`src/rtl/floppy_step_monitor_if.sv`:
```
// -----------------------------------------------------------------------------
// floppy_step_monitor_if
// Bundle of the floppy STEP/DIR/SEL lines plus the monitor's decoded outputs.
//   master : the side that drives the drive lines (a step generator or a bench)
//            and reads back the monitor results.
//   slave  : the floppy_step_monitor itself.
// Signals:
//   step_in, dir_in, sel_n_in : raw drive lines, asynchronous to clk
//   period                    : last measured STEP edge-to-edge interval, clks
//   period_valid              : 1-clk pulse whenever period updates
//   active                    : high while the monitor is tracking steady STEP
//   track                     : head position
//   dir_out, reversal         : synchronized DIR and its change pulse
// -----------------------------------------------------------------------------
interface floppy_step_monitor_if #(
  parameter int PERIOD_W = 22
);
  logic                step_in;
  logic                dir_in;
  logic                sel_n_in;
  logic [PERIOD_W-1:0] period;
  logic                period_valid;
  logic                active;
  logic [6:0]          track;
  logic                dir_out;
  logic                reversal;

  modport master (
    output step_in, dir_in, sel_n_in,
    input  period, period_valid, active, track, dir_out, reversal
  );

  modport slave (
    input  step_in, dir_in, sel_n_in,
    output period, period_valid, active, track, dir_out, reversal
  );
endinterface

```
`src/rtl/floppy_step_monitor.sv`:
```
// -----------------------------------------------------------------------------
// floppy_step_monitor
// Receive-side decoder for a floppy STEP/DIR/SEL interface. Measures the clk
// count between successive STEP toggles (either polarity), tracks head
// position from STEP falling edges and DIR, and flags reversals of DIR.
// Ports:
//   clk     : system clock, all logic on posedge
//   rst_n   : asynchronous active-low reset
//   io_mon  : floppy_step_monitor_if.slave (drive lines in, decoded results out)
// Parameters:
//   PERIOD_W   : width of the measured period / interval counter
//   TRACKS     : number of tracks; position saturates at 0 and TRACKS-1
//   IDLE_LIMIT : clks without a STEP edge before falling back to IDLE
// -----------------------------------------------------------------------------
module floppy_step_monitor #(
  parameter int PERIOD_W   = 22,
  parameter int TRACKS     = 80,
  parameter int IDLE_LIMIT = 4_000_000
) (
  input  logic                   clk,
  input  logic                   rst_n,
  floppy_step_monitor_if.slave   io_mon
);

  localparam logic [PERIOD_W-1:0] LIMIT_CNT = PERIOD_W'(IDLE_LIMIT);
  localparam logic [6:0]          TRACK_MAX = 7'(TRACKS - 1);

  typedef enum logic [1:0] {
    ST_IDLE     = 2'd0,
    ST_ARMED    = 2'd1,
    ST_TRACKING = 2'd2
  } state_t;

  function automatic logic [6:0] track_inc(input logic [6:0] t);
    return (t >= TRACK_MAX) ? TRACK_MAX : t + 7'd1;
  endfunction

  function automatic logic [6:0] track_dec(input logic [6:0] t);
    return (t == 7'd0) ? 7'd0 : t - 7'd1;
  endfunction

  // Synchronizers
  logic r_step_s1, r_step_s2, r_step_s3;
  logic r_dir_s1,  r_dir_s2;
  logic r_sel_s1,  r_sel_s2;

  // Event stage: registered edge flags and the DIR that applies to a fall
  logic r_edge_p1, r_fall_p1, r_fall_dir_p1;

  logic                r_dir_out, r_reversal;
  logic [6:0]          r_track;
  logic [PERIOD_W-1:0] r_cnt, r_period;
  logic                r_period_valid;

  state_t r_state, w_state_next;

  logic w_step_edge, w_step_fall, w_selected, w_at_limit;
  logic w_active, w_measure, w_restart;

  assign w_step_edge = r_step_s2 ^ r_step_s3;
  assign w_step_fall = ~r_step_s2 & r_step_s3;
  assign w_selected  = ~r_sel_s2;
  assign w_at_limit  = (r_cnt == LIMIT_CNT);

  // ---- stage s1/s2/s3: input synchronization ----
  always_ff @(posedge clk or negedge rst_n) begin
    if (!rst_n) begin
      r_step_s1 <= 1'b0;
      r_step_s2 <= 1'b0;
      r_step_s3 <= 1'b0;
      r_dir_s1  <= 1'b1;
      r_dir_s2  <= 1'b1;
      r_sel_s1  <= 1'b0;
      r_sel_s2  <= 1'b0;
    end else begin
      r_step_s1 <= io_mon.step_in;
      r_step_s2 <= r_step_s1;
      r_step_s3 <= r_step_s2;
      r_dir_s1  <= io_mon.dir_in;
      r_dir_s2  <= r_dir_s1;
      r_sel_s1  <= io_mon.sel_n_in;
      r_sel_s2  <= r_sel_s1;
    end
  end

  // ---- stage p1: edge events and DIR tracking ----
  // r_dir_out still holds the pre-change DIR in the clk a new DIR arrives,
  // so a fall captured together with a DIR change uses the old direction.
  always_ff @(posedge clk or negedge rst_n) begin
    if (!rst_n) begin
      r_edge_p1     <= 1'b0;
      r_fall_p1     <= 1'b0;
      r_fall_dir_p1 <= 1'b1;
      r_dir_out     <= 1'b1;
      r_reversal    <= 1'b0;
    end else begin
      r_edge_p1     <= w_step_edge;
      r_fall_p1     <= w_step_fall;
      r_fall_dir_p1 <= r_dir_out;
      r_dir_out     <= r_dir_s2;
      r_reversal    <= (r_dir_s2 != r_dir_out);
    end
  end

  // ---- stage p2: FSM, counter, period and track ----
  always_ff @(posedge clk or negedge rst_n) begin
    if (!rst_n) r_state <= ST_IDLE;
    else        r_state <= w_state_next;
  end

  // Deselect beats an edge; an edge beats the idle timeout.
  always_comb begin
    w_state_next = r_state;
    case (r_state)
      ST_IDLE: begin
        if (w_selected && r_edge_p1) w_state_next = ST_ARMED;
      end
      ST_ARMED: begin
        if (!w_selected)     w_state_next = ST_IDLE;
        else if (r_edge_p1)  w_state_next = ST_TRACKING;
        else if (w_at_limit) w_state_next = ST_IDLE;
      end
      ST_TRACKING: begin
        if (!w_selected)     w_state_next = ST_IDLE;
        else if (r_edge_p1)  w_state_next = ST_TRACKING;
        else if (w_at_limit) w_state_next = ST_IDLE;
      end
      default: w_state_next = ST_IDLE;
    endcase
  end

  always_comb begin
    w_active  = (r_state == ST_TRACKING);
    w_restart = w_selected & r_edge_p1;
    w_measure = w_restart & (r_state != ST_IDLE);
  end

  // cnt is 1 in the clk after an accepted edge, so edges N clks apart
  // read cnt==N; it never passes LIMIT_CNT because that forces IDLE.
  always_ff @(posedge clk or negedge rst_n) begin
    if (!rst_n) begin
      r_cnt          <= '0;
      r_period       <= '0;
      r_period_valid <= 1'b0;
    end else begin
      if (w_state_next == ST_IDLE) r_cnt <= '0;
      else if (w_restart)          r_cnt <= PERIOD_W'(1);
      else                         r_cnt <= r_cnt + PERIOD_W'(1);
      if (w_measure) r_period <= r_cnt;
      r_period_valid <= w_measure;
    end
  end

  // Position follows falls regardless of select.
  always_ff @(posedge clk or negedge rst_n) begin
    if (!rst_n) begin
      r_track <= 7'd0;
    end else if (r_fall_p1) begin
      r_track <= r_fall_dir_p1 ? track_dec(r_track) : track_inc(r_track);
    end
  end

  assign io_mon.period       = r_period;
  assign io_mon.period_valid = r_period_valid;
  assign io_mon.active       = w_active;
  assign io_mon.track        = r_track;
  assign io_mon.dir_out      = r_dir_out;
  assign io_mon.reversal     = r_reversal;

endmodule
```
`src/flat_wrapper.sv`:
```
// flat-port wrapper written by rule: the top's interface ports become plain ports
module floppy_step_monitor_flat 
#(
  parameter int PERIOD_W   = 22,
  parameter int TRACKS     = 80,
  parameter int IDLE_LIMIT = 4_000_000
)
  (clk, rst_n, io_mon_step_in, io_mon_dir_in, io_mon_sel_n_in, io_mon_period, io_mon_period_valid, io_mon_active, io_mon_track, io_mon_dir_out, io_mon_reversal);
  floppy_step_monitor_if #(.PERIOD_W(PERIOD_W)) io_mon_i ();
  input  logic clk;
  input  logic rst_n;
  input wire logic [$bits(io_mon_i.step_in)-1:0] io_mon_step_in;
  input wire logic [$bits(io_mon_i.dir_in)-1:0] io_mon_dir_in;
  input wire logic [$bits(io_mon_i.sel_n_in)-1:0] io_mon_sel_n_in;
  output wire logic [$bits(io_mon_i.period)-1:0] io_mon_period;
  output wire logic [$bits(io_mon_i.period_valid)-1:0] io_mon_period_valid;
  output wire logic [$bits(io_mon_i.active)-1:0] io_mon_active;
  output wire logic [$bits(io_mon_i.track)-1:0] io_mon_track;
  output wire logic [$bits(io_mon_i.dir_out)-1:0] io_mon_dir_out;
  output wire logic [$bits(io_mon_i.reversal)-1:0] io_mon_reversal;
  assign io_mon_i.step_in = io_mon_step_in;
  assign io_mon_i.dir_in = io_mon_dir_in;
  assign io_mon_i.sel_n_in = io_mon_sel_n_in;
  assign io_mon_period = io_mon_i.period;
  assign io_mon_period_valid = io_mon_i.period_valid;
  assign io_mon_active = io_mon_i.active;
  assign io_mon_track = io_mon_i.track;
  assign io_mon_dir_out = io_mon_i.dir_out;
  assign io_mon_reversal = io_mon_i.reversal;
  floppy_step_monitor #(.PERIOD_W(PERIOD_W), .TRACKS(TRACKS), .IDLE_LIMIT(IDLE_LIMIT)) u_core (.clk(clk), .rst_n(rst_n), .io_mon(io_mon_i));
endmodule
```
`config.mk`:
```
export PLATFORM = sky130hd
export DESIGN_NAME = floppy_step_monitor_flat
export DESIGN_NICKNAME = d
export VERILOG_FILES = /design/src/rtl/floppy_step_monitor_if.sv /design/src/rtl/floppy_step_monitor.sv /design/src/flat_wrapper.sv
export SDC_FILE = /design/constraint.sdc
export NUM_CORES = 1
export LEC_CHECK = 0
export BUFFER_PORTS_ARGS = -buffer_cell sky130_fd_sc_hd__buf_2
export CAP_MARGIN = 15
export CORE_MARGIN = 2
export CORE_UTILIZATION = 57
export DETAILED_ROUTE_END_ITERATION = 16
export GPL_ROUTABILITY_DRIVEN = 1
export GPL_TIMING_DRIVEN = 0
export PLACE_DENSITY = 0.89
export SETUP_SLACK_MARGIN = 0.4
export SLEW_MARGIN = 40
export SYNTH_ARGS = -nofsm -noshare
export SYNTH_HDL_FRONTEND = slang
export SYNTH_SLANG_ARGS = --single-unit
```
`constraint.sdc`:
```
create_clock -name clk -period 2.7 [get_ports clk]
set_clock_uncertainty 0.15 [all_clocks]
set_input_delay 0.54 -clock clk [delete_from_list [all_inputs] [get_ports clk]]
set_output_delay 0.54 -clock clk [all_outputs]
set_load 0.01 [all_outputs]
```
# After elaboration in Yosys (flattened, before gate mapping)

Index checks and enable logic that the tools add are counted.

$mul: 0
Divide/modulo/power cells: 0
Multiplexer cells: 10
Equality and inequality tests: 4
Add/sub/neg operators: 3
Shift operators: 0
Reduce and logical (&&, ||, !) cells: 6
$lt $le $gt $ge: 1
Bitwise operators: 6

Operators with widths:

| cell                  | number |
|---|---|
| $mux 22               | 2 |
| $add 22x1->22 const B | 1 |
| $eq 22x22->1 const B  | 1 |
| $mux 7                | 3 |
| $mux 2                | 4 |
| $add 7x1->7 const B   | 1 |
| $ge 7x7->1 const B    | 1 |
| $logic_not 7->1       | 1 |
| $sub 7x1->7 const B   | 1 |
| $logic_not 2->1       | 2 |
| $pmux 2 s2            | 1 |
| $and 1x1->1           | 3 |
| $eq 2x1->1 const B    | 1 |
| $eq 2x2->1 const B    | 1 |
| $not 1->1             | 2 |
| $reduce_bool 2->1     | 1 |
| $reduce_or 2->1       | 1 |
| $logic_and 1x1->1     | 1 |
| $ne 1x1->1            | 1 |
| $xor 1x1->1           | 1 |

Register bits after elaboration: 66
Input port bits: 5
Logic and storage cells: 47
RAM bits: 0
Output and inout bits: 33
Bits in latches: 0
Bits in read-only memories: 0
Memories kept: 0

# Depth between registers and ports, before layout

Depth in word-level cells: 7
Depth in mapped cells: 8
Depth with buffers taken out: 7

# Least setup slack after synthesis

OpenSTA, ideal clock, no wires.

Path type: register to register
Start: reg u_core.r_state[1]
End: reg u_core.r_period[10] (netlist: u_core.io_mon.period[10])
Setup slack: 0.728 ns
Cell stages (with the launch flop): 6
Clock period less this slack: 1.972 ns
Arrival time: 1.698 ns
Required time: 2.425 ns
Cells stage by stage: dfrtp_1 -> inv_1 -> ha_1 -> nor2_1 -> clkbuf_1 -> mux2_2

Cells in the longest elaborated chain, start to end: 2

RTL lines:

| what                   | RTL line                   | text |
|---|---|---|
| from (decl)            | floppy_step_monitor.sv:55  | `state_t r_state, w_state_next;` |
| from (signal assigned) | floppy_step_monitor.sv:108 | `else r_state <= w_state_next;` |
| $reduce_bool 2->1      | floppy_step_monitor.sv:135 | `w_measure = w_restart & (r_state != ST_IDLE);` |
| $and 1x1->1            | floppy_step_monitor.sv:135 |  |
| to (signal assigned)   | floppy_step_monitor.sv:149 | `if (w_measure) r_period <= r_cnt;` |
| to (decl)              | floppy_step_monitor.sv:52  | `logic [PERIOD_W-1:0] r_cnt, r_period;` |

No other way between the ends.
A chain may end at the register's enable or synchronous reset.

# Final worst setup path

Start: reg u_core.r_cnt[13]
End: reg u_core.r_cnt[19]

Cells in the longest elaborated chain, start to end: 7
Elaborated cells on any way between the ends: 9
Those cells by class: add/sub: 1; eq/ne: 1; mux: 6; reduce/logical: 1

RTL lines:

| what                   | RTL line                                               | text |
|---|---|---|
| from (decl)            | floppy_step_monitor.sv:52                              |  |
| from (signal assigned) | floppy_step_monitor.sv:148                             | `else r_cnt <= r_cnt + PERIOD_W'(1);` |
| $eq 22x22->1           | floppy_step_monitor.sv:63                              | `assign w_at_limit = (r_cnt == LIMIT_CNT);` |
| $mux 2                 | floppy_step_monitor.sv:121, floppy_step_monitor.sv:126 |  |
| $mux 2                 | floppy_step_monitor.sv:125                             | `else if (r_edge_p1) w_state_next = ST_TRACKING;` |
| $mux 2                 | floppy_step_monitor.sv:124                             | `if (!w_selected) w_state_next = ST_IDLE;` |
| $pmux 2 s2             | floppy_step_monitor.sv:114                             | `case (r_state)` |
| $logic_not 2->1        | floppy_step_monitor.sv:146                             | `if (w_state_next == ST_IDLE) r_cnt <= '0;` |
| $mux 22 (*)            | floppy_step_monitor.sv:146                             |  |

Mark *: on every way between the ends. The rest lies on a longest branch, timed or not.

==> flow_summary.ini <==
[route]
antenna_left = 0
avgRoutedWirePerCell_um = 14.1
firstDrtPassIters = 5
drt-total-wl_um = 5680
remaining_drc_errors = 0
route.vias.total = 2229
via_per_inst = 5.54
drtIter0Drc = 242

[floorplan]
core_area_sq_um = 5140
start_util_pct = 59.2
die_w_um = 77.1
num_io_pins = 38
die_h_um = 77.1
die_area_sq_um = 5940
rows = 26

[grt]
grt_first_pass_wirelength_um = 9790
grt_usage_pct = 21.2
antenna_found_initial = 0
met3_usage_pct = 5.29
met1_usage_pct = 27.1
grt-ovfl-total = 0
top_usage_layer = met2
first_global_vias = 2136
use_met2_pct = 33.9
grt_max_degree = 39

[clocking]
cts_made_buffers = 9
clk_latency_ns = 0.34
clk_path_buf_depth = 2
cts-root-buf = clkbuf_8
clk_pin_slew_ns = 0.07
cts_tree = yes
clock_sinks = 66
ctsHtreeMaxLevel = 3

[sta]
rsz0062_at_grt = false
fin_crit_ns = 2.16
setup_viol = 0
slew_violations = 0
hold-worst-slack_ns = 0.140
slew_headroom_pct = 70.5
finalHoldViolCount = 0
min_period_over_period_pct = 79.9
worstMarginPinSlew_ns = 0.438
tns_ns = 0
fmax_ghz = 0.463

[layout]
fin_util_pct = 70.0
final_area_sq_um = 3600
fill_cells = 412
nNetsFinal = 340
areaGrowthSynthToFinish_pct = 18.2
layout-drive-gt1-share_pct = 28.3
antenna_cells = 0

[pwr]
pwr-share-comb_pct = 25.4
internal-power_w = 0.00200
powerDensity_nw_per_um2 = 813
peakVddDrop_uv = 584
finalPower_w = 0.00292
pwr-share-clk_pct = 33.5
p_leak_nw = 1.70
swShare_pct = 31.8
netSwitchingPower_w = 0.000928
p_seq_share_pct = 41.0

[worst_setup_path]
crit_chain = nor4_1, nand4_1, nor4_4, a2bb2oi_2, buf_4, nor2_1
end_kind = register
crit_path_top_delay_cell = dfrtp_1
critPathArrivalTime_ns = 2.24
cp-start-kind = register
cp_top_family = simple AND/OR/NAND/NOR gates
slowest_delay_ns = 0.45
worst-path-buf-inv = 1
worstSetupPathType = reg -> reg
cp_max_fo = 10
required_ns = 2.78

[yosys]
synth_area_leaders = dfrtp_1 (51%), mux2_2 (8.1%), nor2_1 (4.2%)
async_flop_share_pct = 100
yosysSeqAreaShare_pct = 54.4
postSynthCellCount = 277
synthFlopType = dfrtp_1
syn_nets = 290
syn_area_per_cell_sq_um = 11.0
ys_ff_latch = 66
synth_top_cell_by_area = dfrtp_1
yosysUniqueCellTypes = 45
ys.warnings.count = 0
synth_top_cell_area_share_pct = 51.0
synth_edf_count = 0
synth_common_cells = dfrtp_1 (62), nor2_1 (34), mux2_2 (22)
syn_area_sq_um = 3040
synth_most_common_cell = dfrtp_1

[outcome]
outcome = complete, no violations

[placement]
gp_congestion = 0.845
placed_cell_area_sq_um = 3340
hpwl_um = 3870
io_buffers = 37

[min_path]
hold_path.class = in -> reg

[flow_run]
timing.max_cap.violations = 0
## layer usage
layer  share of wire [%]  up-vias  wire [um]
met5                   0        -          0
met4                 1.4        0         80
met3                 5.8        9        327
met2                  49       73       2800
met1                  44     1081       2480
li1                    -     1066          -
## power groups by stage
stage | Sequential (W) | Combinational, W | Clock, W
after global routing | 0.00122 | 0.000829 | 0.00104
final | 0.00120 | 0.000743 | 0.000981
after floorplan | 0.00122 | 0.000507 | 0
after global placement | 0.00121 | 0.000700 | 0
after CTS | 0.00120 | 0.000745 | 0.000998
after detailed placement | 0.00121 | 0.000736 | 0
## area by class of cell
type	count	area, sq um	share of cell area [%]
clock buffers	11	131	3.65
flip-flops and latches	66	1660	46.0
repair buffers	39	218	6.05
clock inverters	5	103	2.85
well taps	70	87.6	2.43
plain buffers	10	50.0	1.39
multi-input cells	190	1310	36.4
inverters	11	41.3	1.15
## state kept, by name, indices dropped and copies added, names as in the netlist
signal and flops:
u_core.r_state 2, u_core.io_mon.reversal 1, u_core.io_mon.period_valid 1, u_core.io_mon.track 7
u_core.r_step_s3 1, u_core.io_mon.period 22, u_core.r_dir_s2 1, u_core.r_dir_s1 1
u_core.r_fall_dir_p1 1, u_core.r_step_s1 1, u_core.r_step_s2 1, u_core.io_mon.dir_out 1
u_core.r_sel_s1 1, u_core.r_edge_p1 1, u_core.r_fall_p1 1, u_core.r_sel_s2 1
u_core.r_cnt 22
## layout by cell type, fill, tap and decap left out, types with 3 or more instances in the layout
cell type | synthesis | routed
nor2_1 | 34 | 33
mux2_2 | 22 | 22
inv_1 | 11 | 11
nand3_1 | 16 | 16
clkbuf_8 | 0 | 9
o21ai_0 | 9 | 9
xor2_1 | 14 | 14
nor2_2 | 2 | 3
dfstp_2 | 4 | 4
clkbuf_1 | 5 | 6
bufinv_16 | 0 | 3
buf_4 | 2 | 3
nor3_1 | 4 | 4
nand2b_1 | 5 | 5
dfrtp_1 | 62 | 62
nor4_1 | 4 | 3
nand4_1 | 7 | 7
nor2b_1 | 3 | 3
ha_1 | 8 | 8
xnor2_1 | 8 | 8
nand2_1 | 18 | 18
buf_2 | 2 | 38
a21oi_1 | 9 | 9
## metrics by stage
stage          instances  worst slack, ns
4_1_cts              402            0.530
3_3_place_gp         384            0.416
6_report             402            0.542
3_5_place_dp         385            0.352
2_1_floorplan        277            0.728
5_1_grt              402            0.462
## repair_timing
item	4_1_cts	5_1_grt
setup buffers	0	0
hold buffers	1	0
hold endpoints to repair	24	0
gates resized for setup	1	3
endpoints found under the setup margin	10	6
## final timing paths
check                                           start  depth (start not counted)  slack [ns]                            endpoint
hold reg to reg             u_core.r_sel_s1$_DFF_PN0_                          0        0.20           u_core.r_sel_s2$_DFF_PN0_
setup reg to reg           u_core.r_cnt[13]$_DFF_PN0_                          6        0.54          u_core.r_cnt[19]$_DFF_PN0_
min in group asynchronous                       rst_n                          2        0.51  u_core.io_mon.track[1]$_DFFE_PN0P_
max in group asynchronous                       rst_n                          3        1.39          u_core.r_cnt[12]$_DFF_PN0_
hold / removal                          io_mon_dir_in                          1        0.14           u_core.r_dir_s1$_DFF_PN1_
setup / recovery           u_core.r_cnt[13]$_DFF_PN0_                          6        0.54          u_core.r_cnt[19]$_DFF_PN0_
## cells by family after synthesis
| family | count (synthesis) | synth area share [%] |
|---|---|---|
| mux | 22 | 8.14 |
| compound gates | 32 | 6.82 |
| buf+inv | 21 | 2.96 |
| flops | 66 | 54.4 |
| xor+xnor | 22 | 6.33 |
| simple gates | 106 | 18.0 |
| fa+ha+maj | 8 | 3.29 |
No activity file was read; power rests on OpenSTA's default activity.
